**src/rtl/mult_pkg.sv**
```systemverilog
// mult_pkg
//   Shared definitions for the shift_add_mult multiplier:
//     DEFAULT_WIDTH - default operand width in bits
//     state_e       - controller states (IDLE, RUN, DONE)
//     cnt_width()   - width of the iteration counter for a given operand width
package mult_pkg;

  localparam int DEFAULT_WIDTH = 16;

  typedef enum logic [1:0] {
    IDLE = 2'd0,
    RUN  = 2'd1,
    DONE = 2'd2
  } state_e;

  // The counter must hold 0..WIDTH-1; never narrower than one bit.
  function automatic int cnt_width(input int width);
    return (width < 2) ? 1 : $clog2(width);
  endfunction

endpackage

```
**src/rtl/shift_add_mult_if.sv**
```systemverilog
// shift_add_mult_if
//   Request/result bundle of the multiplier.
//     start        - one-cycle request, operands sampled on the same edge
//     multiplicand - operand M (WIDTH bits)
//     multiplier   - operand Q (WIDTH bits)
//     busy         - high while iterating
//     done         - one-cycle pulse, product valid in the same cycle
//     product      - 2*WIDTH-bit result, held until the next accepted start
//   master: the requester; slave: the multiplier.
interface shift_add_mult_if
  import mult_pkg::*;
#(
  parameter int WIDTH = DEFAULT_WIDTH
);

  logic                 start;
  logic [WIDTH-1:0]     multiplicand;
  logic [WIDTH-1:0]     multiplier;
  logic                 busy;
  logic                 done;
  logic [2*WIDTH-1:0]   product;

  modport master (
    output start, multiplicand, multiplier,
    input  busy, done, product
  );

  modport slave (
    input  start, multiplicand, multiplier,
    output busy, done, product
  );

endinterface

```
**src/rtl/mult_iter_counter.sv**
```systemverilog
// mult_iter_counter
//   Iteration counter for the multiplier.
//     clk  - rising-edge clock
//     rst  - synchronous active-high reset (count -> 0)
//     clr  - clear count to 0 (has priority over en)
//     en   - advance count by one
//     last - high while count == WIDTH-1 (the final iteration)
module mult_iter_counter
  import mult_pkg::*;
#(
  parameter int WIDTH = DEFAULT_WIDTH
) (
  input  logic clk,
  input  logic rst,
  input  logic clr,
  input  logic en,
  output logic last
);

  localparam int CW = cnt_width(WIDTH);

  logic [CW-1:0] count_q, count_d;

  always_comb begin
    count_d = count_q;
    if (clr) begin
      count_d = '0;
    end else if (en) begin
      count_d = count_q + CW'(1);
    end
  end

  always_ff @(posedge clk) begin
    if (rst) begin
      count_q <= '0;
    end else begin
      count_q <= count_d;
    end
  end

  assign last = (count_q == CW'(WIDTH - 1));

endmodule

```
**src/rtl/shift_add_mult.sv**
```systemverilog
// shift_add_mult
//   Sequential multiplier: one partial product per clock, WIDTH iterations,
//   result presented WIDTH+1 cycles after the accepting edge.
//     clk - rising-edge clock
//     rst - synchronous active-high reset
//     bus - shift_add_mult_if.slave (start/operands in, busy/done/product out)
//   Build option MULT_SIGNED_EN: two's complement operands and product using
//   radix-2 Booth recoding; otherwise unsigned shift-and-add. Ports and
//   timing are identical in both builds.
module shift_add_mult
  import mult_pkg::*;
#(
  parameter int WIDTH = DEFAULT_WIDTH
) (
  input  logic                  clk,
  input  logic                  rst,
  shift_add_mult_if.slave       bus
);

  state_e               state_q, state_d;
  logic [WIDTH-1:0]     m_q, m_d;
  logic [WIDTH:0]       a_q, a_d;        // accumulator incl. carry/sign bit
  logic [WIDTH-1:0]     q_q, q_d;
  logic [2*WIDTH-1:0]   product_q, product_d;
  logic                 done_q, done_d;
`ifdef MULT_SIGNED_EN
  logic                 qp_q, qp_d;      // Booth q_prev bit
`endif

  logic                 accept;
  logic [WIDTH:0]       sum;
  logic                 cnt_clr, cnt_en, cnt_last;

  mult_iter_counter #(.WIDTH(WIDTH)) u_cnt (
    .clk  (clk),
    .rst  (rst),
    .clr  (cnt_clr),
    .en   (cnt_en),
    .last (cnt_last)
  );

  always_comb begin
    state_d   = state_q;
    m_d       = m_q;
    a_d       = a_q;
    q_d       = q_q;
    product_d = product_q;
    done_d    = 1'b0;
`ifdef MULT_SIGNED_EN
    qp_d      = qp_q;
`endif
    accept    = 1'b0;
    sum       = a_q;
    cnt_clr   = 1'b0;
    cnt_en    = 1'b0;

    case (state_q)
      IDLE: accept = bus.start;
      RUN: begin
        cnt_en = 1'b1;
`ifdef MULT_SIGNED_EN
        if ({q_q[0], qp_q} == 2'b10) begin
          sum = a_q - {m_q[WIDTH-1], m_q};
        end else if ({q_q[0], qp_q} == 2'b01) begin
          sum = a_q + {m_q[WIDTH-1], m_q};
        end
        // Arithmetic shift of {A,Q,q_prev}.
        a_d  = {sum[WIDTH], sum[WIDTH:1]};
        qp_d = q_q[0];
`else
        if (q_q[0]) begin
          sum = a_q + {1'b0, m_q};
        end
        // Carry lands in sum[WIDTH] and is shifted down into A.
        a_d = {1'b0, sum[WIDTH:1]};
`endif
        q_d = {sum[0], q_q[WIDTH-1:1]};
        if (cnt_last) begin
          state_d = DONE;
        end
      end
      DONE: begin
        product_d = {a_q[WIDTH-1:0], q_q};
        done_d    = 1'b1;
        state_d   = IDLE;
        // Back-to-back request is taken on the same edge the result is posted.
        accept    = bus.start;
      end
      default: state_d = IDLE;
    endcase

    if (accept) begin
      m_d     = bus.multiplicand;
      q_d     = bus.multiplier;
      a_d     = '0;
`ifdef MULT_SIGNED_EN
      qp_d    = 1'b0;
`endif
      cnt_clr = 1'b1;
      state_d = RUN;
    end
  end

  always_ff @(posedge clk) begin
    if (rst) begin
      state_q   <= IDLE;
      m_q       <= '0;
      a_q       <= '0;
      q_q       <= '0;
      product_q <= '0;
      done_q    <= 1'b0;
`ifdef MULT_SIGNED_EN
      qp_q      <= 1'b0;
`endif
    end else begin
      state_q   <= state_d;
      m_q       <= m_d;
      a_q       <= a_d;
      q_q       <= q_d;
      product_q <= product_d;
      done_q    <= done_d;
`ifdef MULT_SIGNED_EN
      qp_q      <= qp_d;
`endif
    end
  end

  assign bus.busy    = (state_q == RUN);
  assign bus.done    = done_q;
  assign bus.product = product_q;

endmodule
```
**src/flat_wrapper.sv**
```systemverilog
// flat-port wrapper written by rule: the top's interface ports become plain ports
module shift_add_mult_flat import mult_pkg::*;
#(
  parameter int WIDTH = DEFAULT_WIDTH
)
  (clk, rst, bus_start, bus_multiplicand, bus_multiplier, bus_busy, bus_done, bus_product);
  shift_add_mult_if #(.WIDTH(WIDTH)) bus_i ();
  input  logic clk;
  input  logic rst;
  input wire logic [$bits(bus_i.start)-1:0] bus_start;
  input wire logic [$bits(bus_i.multiplicand)-1:0] bus_multiplicand;
  input wire logic [$bits(bus_i.multiplier)-1:0] bus_multiplier;
  output wire logic [$bits(bus_i.busy)-1:0] bus_busy;
  output wire logic [$bits(bus_i.done)-1:0] bus_done;
  output wire logic [$bits(bus_i.product)-1:0] bus_product;
  assign bus_i.start = bus_start;
  assign bus_i.multiplicand = bus_multiplicand;
  assign bus_i.multiplier = bus_multiplier;
  assign bus_busy = bus_i.busy;
  assign bus_done = bus_i.done;
  assign bus_product = bus_i.product;
  shift_add_mult #(.WIDTH(WIDTH)) u_core (.clk(clk), .rst(rst), .bus(bus_i));
endmodule
```
**config.mk**
```make
export PLATFORM = sky130hd
export DESIGN_NAME = shift_add_mult_flat
export DESIGN_NICKNAME = d
export VERILOG_FILES = /design/src/rtl/mult_pkg.sv /design/src/rtl/shift_add_mult_if.sv /design/src/rtl/mult_iter_counter.sv /design/src/rtl/shift_add_mult.sv /design/src/flat_wrapper.sv
export SDC_FILE = /design/constraint.sdc
export NUM_CORES = 1
export LEC_CHECK = 0
export BUFFER_PORTS_ARGS = -buffer_cell sky130_fd_sc_hd__buf_2
export CAP_MARGIN = 20
export CORE_ASPECT_RATIO = 0.8
export CORE_MARGIN = 2
export CORE_UTILIZATION = 40
export DETAILED_ROUTE_END_ITERATION = 10
export PLACE_DENSITY = 0.64
export SLEW_MARGIN = 15
export SYNTH_ARGS = -nofsm -noshare
export SYNTH_HDL_FRONTEND = slang
export SYNTH_SLANG_ARGS = --single-unit
```
**constraint.sdc**
```tcl
create_clock -name clk -period 4.9 [get_ports clk]
set_clock_uncertainty 0.05 [all_clocks]
set_input_delay 0.98 -clock clk [delete_from_list [all_inputs] [get_ports clk]]
set_output_delay 0.98 -clock clk [all_outputs]
set_load 0.05 [all_outputs]
```
==> impl_metrics.env <==
export IMPL_share_of_final_layout_standard_cells_stronger_than_drive_strength_1_pct=18.2
export IMPL_critPathMaxStageDelay_ps=440
export IMPL_worst_skew_pair_late_latency_ps=340
export IMPL_number_of_global_route_vias_before_repair=3250
export IMPL_end_kind="output port"
export IMPL_netlist_area_before_placement_um2=4030
export IMPL_synthesis_instances=495
export IMPL_vias=3535
export IMPL_status="finished, final reports clean"
export IMPL_grt_setup_unrepaired="no"
export IMPL_maxSlewViolCount=0
export IMPL_globalRouteMet2Util_pct=25.4
export IMPL_critPathKind="reg2out"
export IMPL_gr_total_overflow=0
export IMPL_die_height_um=93.8
export IMPL_power_density_nw_per_um2=333
export IMPL_timing_final_hold_violations=0
export IMPL_fp_dieW_um=116
export IMPL_drt_antenna_violating_nets=0
export IMPL_dpl_wire_length_mm=7.21
export IMPL_critPathRequiredTime_ps=3870
export IMPL_finalCriticalPeriod_ps=2730
export IMPL_first_iter_violations=270
export IMPL_htree_levels=3
export IMPL_ys_seq_area_share_pct=43.2
export IMPL_min_period_over_period_pct=55.7
export IMPL_synth_top_area_cell="dfxtp_1"
export IMPL_hold_path_cell_count=2
export IMPL_total_power_mw=1.57
export IMPL_timing_slew_headroom_pct=30.9
export IMPL_hold_path_end="u_core.bus.product[0]"
export IMPL_synthDistinctLibCells=49
export IMPL_design_core_area_um2=9730
export IMPL_timing_hold_worst_start="u_core.bus.product[0]"
export IMPL_post_route_drc_count=0
export IMPL_globalRouteMet1Util_pct=28.9
export IMPL_finalSetupViolCount=0
export IMPL_design_area_um2=4710
export IMPL_tritoncts="yes"
export IMPL_pin_count_of_the_biggest_net_entering_global_routing=63
export IMPL_netlist_top_cells_area="dfxtp_1 (43%), nand2_1 (11%), a21oi_1 (11%), ha_1 (5.3%), xnor2_1 (2.8%)"
export IMPL_floorplan_rows=32
export IMPL_number_of_nets_in_the_layout=598
export IMPL_ioPinCount=69
export IMPL_synth_edf_count=0
export IMPL_r2r_worst_path_cells=6
export IMPL_cts_root_buf="clkbuf_16"
export IMPL_grt_util_met3_pct=5.23
export IMPL_cts_hold_buf=0
export IMPL_maximum_clock_frequency_mhz=367
export IMPL_cts_sinks=87
export IMPL_ctsLongestPathBuffers=2
export IMPL_first_pass_drt_iterations=5
export IMPL_die_area_um2=10900
export IMPL_main_flop_type_after_synthesis="dfxtp_1"
export IMPL_cts_resized_gates=0
export IMPL_ys_ff_latch=87
export IMPL_synthToLayoutAreaGrowth_pct=16.7
export IMPL_regToRegSetupSlack_ps=2240
export IMPL_worst_setup_hold_path_clk_slew_ps=70
export IMPL_asyncSetResetFlopFracSynth_pct=0
export IMPL_drv_max_cap_violation_count=0
export IMPL_globalRoute_busiestLayer="met1"
export IMPL_cpMaxStageDelayCell="dfxtp_1"
export IMPL_place_area_um2=4420
export IMPL_cts_buf_count=9
export IMPL_pre_cts_slack_ps=2160
export IMPL_post_synth_cell_area_avg_um2=8.15
export IMPL_antennaDiodeCount=0
export IMPL_floorplan_initialDensity_pct=41.4
export IMPL_routed_wl_mm=9.77
export IMPL_worst_slew_pin_transition_ps=1030
export IMPL_list_of_cells_traversed_by_the_critical_path="nand2b_1, inv_1, buf_2"
export IMPL_yosysTopAreaCellShare_pct=43.2
export IMPL_grt_antenna_before_repair=0
export IMPL_ys_warnings_count=0
export IMPL_fin_tns_setup_ps=0
export IMPL_power_leakage_nw=1.87
export IMPL_worst_ir_drop_on_vdd_mv=0.124
export IMPL_gp_congestion=0.882
export IMPL_r2r_end="u_core.q_q[9]"
export IMPL_wl_per_cell_um=14.2
export IMPL_setup_worst_path_start_class="register"
export IMPL_timing_hold_worst_class="reg2reg"
export IMPL_place_port_buffers=68
export IMPL_cp_arrival_ps=1700
export IMPL_grt_pass1_wl_mm=16.2
export IMPL_regToRegStartpoint="u_core.state_q[1]"
export IMPL_grt_usage_pct=19.1
export IMPL_critical_path_max_fanout=20
export IMPL_syn_num_nets=548
export IMPL_setup_ws_post_layout_ps=2170
export IMPL_viasPerCell=5.15
export IMPL_post_cts_setup_buffers=0
==> placed cells by master, fill, tap and decap left out, types with 3 or more instances in the layout <==
| master | synthesis | routed |
|---|---|---|
| xor2_1 | 3 | 3 |
| a22oi_1 | 15 | 15 |
| a21oi_1 | 87 | 87 |
| nor3_1 | 8 | 8 |
| nor2_1 | 21 | 21 |
| buf_2 | 2 | 68 |
| clkbuf_16 | 0 | 9 |
| ha_1 | 17 | 17 |
| buf_4 | 2 | 3 |
| o211ai_1 | 3 | 3 |
| a31oi_1 | 3 | 3 |
| nand2_1 | 122 | 122 |
| nand2b_1 | 5 | 5 |
| inv_1 | 8 | 8 |
| nand3_1 | 7 | 7 |
| o22ai_1 | 3 | 3 |
| o21ai_0 | 12 | 12 |
| dfxtp_1 | 87 | 87 |
| mux2i_1 | 8 | 8 |
| a211oi_1 | 7 | 7 |
| xnor2_1 | 13 | 13 |
==> cells in the mapped netlist (5+ instances only) <==
| library cell | instances |
|---|---|
| a22oi_1 | 15 |
| nand2_1 | 122 |
| mux2i_1 | 8 |
| nand3_1 | 7 |
| a211oi_1 | 7 |
| o21ai_0 | 12 |
| ha_1 | 17 |
| dfxtp_1 | 87 |
| nand2b_1 | 5 |
| nor3_1 | 8 |
| buf_1 | 6 |
| xnor2_1 | 13 |
| nor2_1 | 21 |
| clkbuf_1 | 20 |
| inv_1 | 8 |
| a21oi_1 | 87 |
==> stage by stage <==
stage          std cells  hold WS (ps)  util [%]
6_report             686           398      48.4
5_1_grt              686           419      48.4
4_1_cts              686           401      48.4
3_5_place_dp         670           393      45.4
3_3_place_gp         668           391      45.2
2_1_floorplan        495           389         -
==> worst max-delay path: cells and delay by family, from the launching register on <==
kind | cells | cell delay, ps
flip-flops | 1 | 440
AND/OR/NAND/NOR | 1 | 420
buffers and inverters | 2 | 490
==> report_power, final <==
group | switching, mW | internal, mW | total [mW]
sequential | 0.0287 | 0.732 | 0.761
clock | 0.275 | 0.374 | 0.649
combinational | 0.0960 | 0.0601 | 0.156
==> sequential cells by signal (all words and copies together), names as in the netlist <==
register and cells:
u_core.bus.product 32, u_core.a_q 16, u_core.m_q 16, u_core.q_q 16, u_core.u_cnt.count_q 4, u_core.state_q 2, u_core.bus.done 1
==> layout make-up <==
class	instances	area, um2
fill	953	5020
sequential	87	1740
clock buffer	13	260
tap	136	170
multi-input combinational	366	2090
inverter	8	30.0
clock inverter	3	25.0
timing repair buffer	73	389
==> logic make-up after synthesis <==
| logic type | count (synthesis) | synth area share (%) |
|---|---|---|
| AND/OR/NAND/NOR | 177 | 18.4 |
| XOR/XNOR | 16 | 3.48 |
| AO/OA/AOI/OAI | 147 | 22.1 |
| multiplexers | 8 | 1.99 |
| flip-flops | 87 | 43.2 |
| buffers and inverters | 42 | 5.09 |
| adder cells (fa/ha/maj) | 18 | 5.77 |
==> per-layer routing <==
metal	vias up	wire length [um]
met1	1609	5060
met4	0	143
met5	-	0
met2	97	3930
li1	1818	-
met3	11	637
==> how the worst max path moves through the flow <==
stage	from	endpoint	slack [ps]
6_report	u_core.state_q[0]	bus_busy	2170
5_1_grt	u_core.state_q[1]	u_core.q_q[13]	1890
4_1_cts	u_core.state_q[0]	bus_busy	2160
3_5_place_dp	bus_start	u_core.q_q[9]	2160
3_3_place_gp	bus_start	u_core.q_q[15]	2230
2_1_floorplan	u_core.state_q[1]	bus_busy	2560
(Power assumes the default switching activity.)
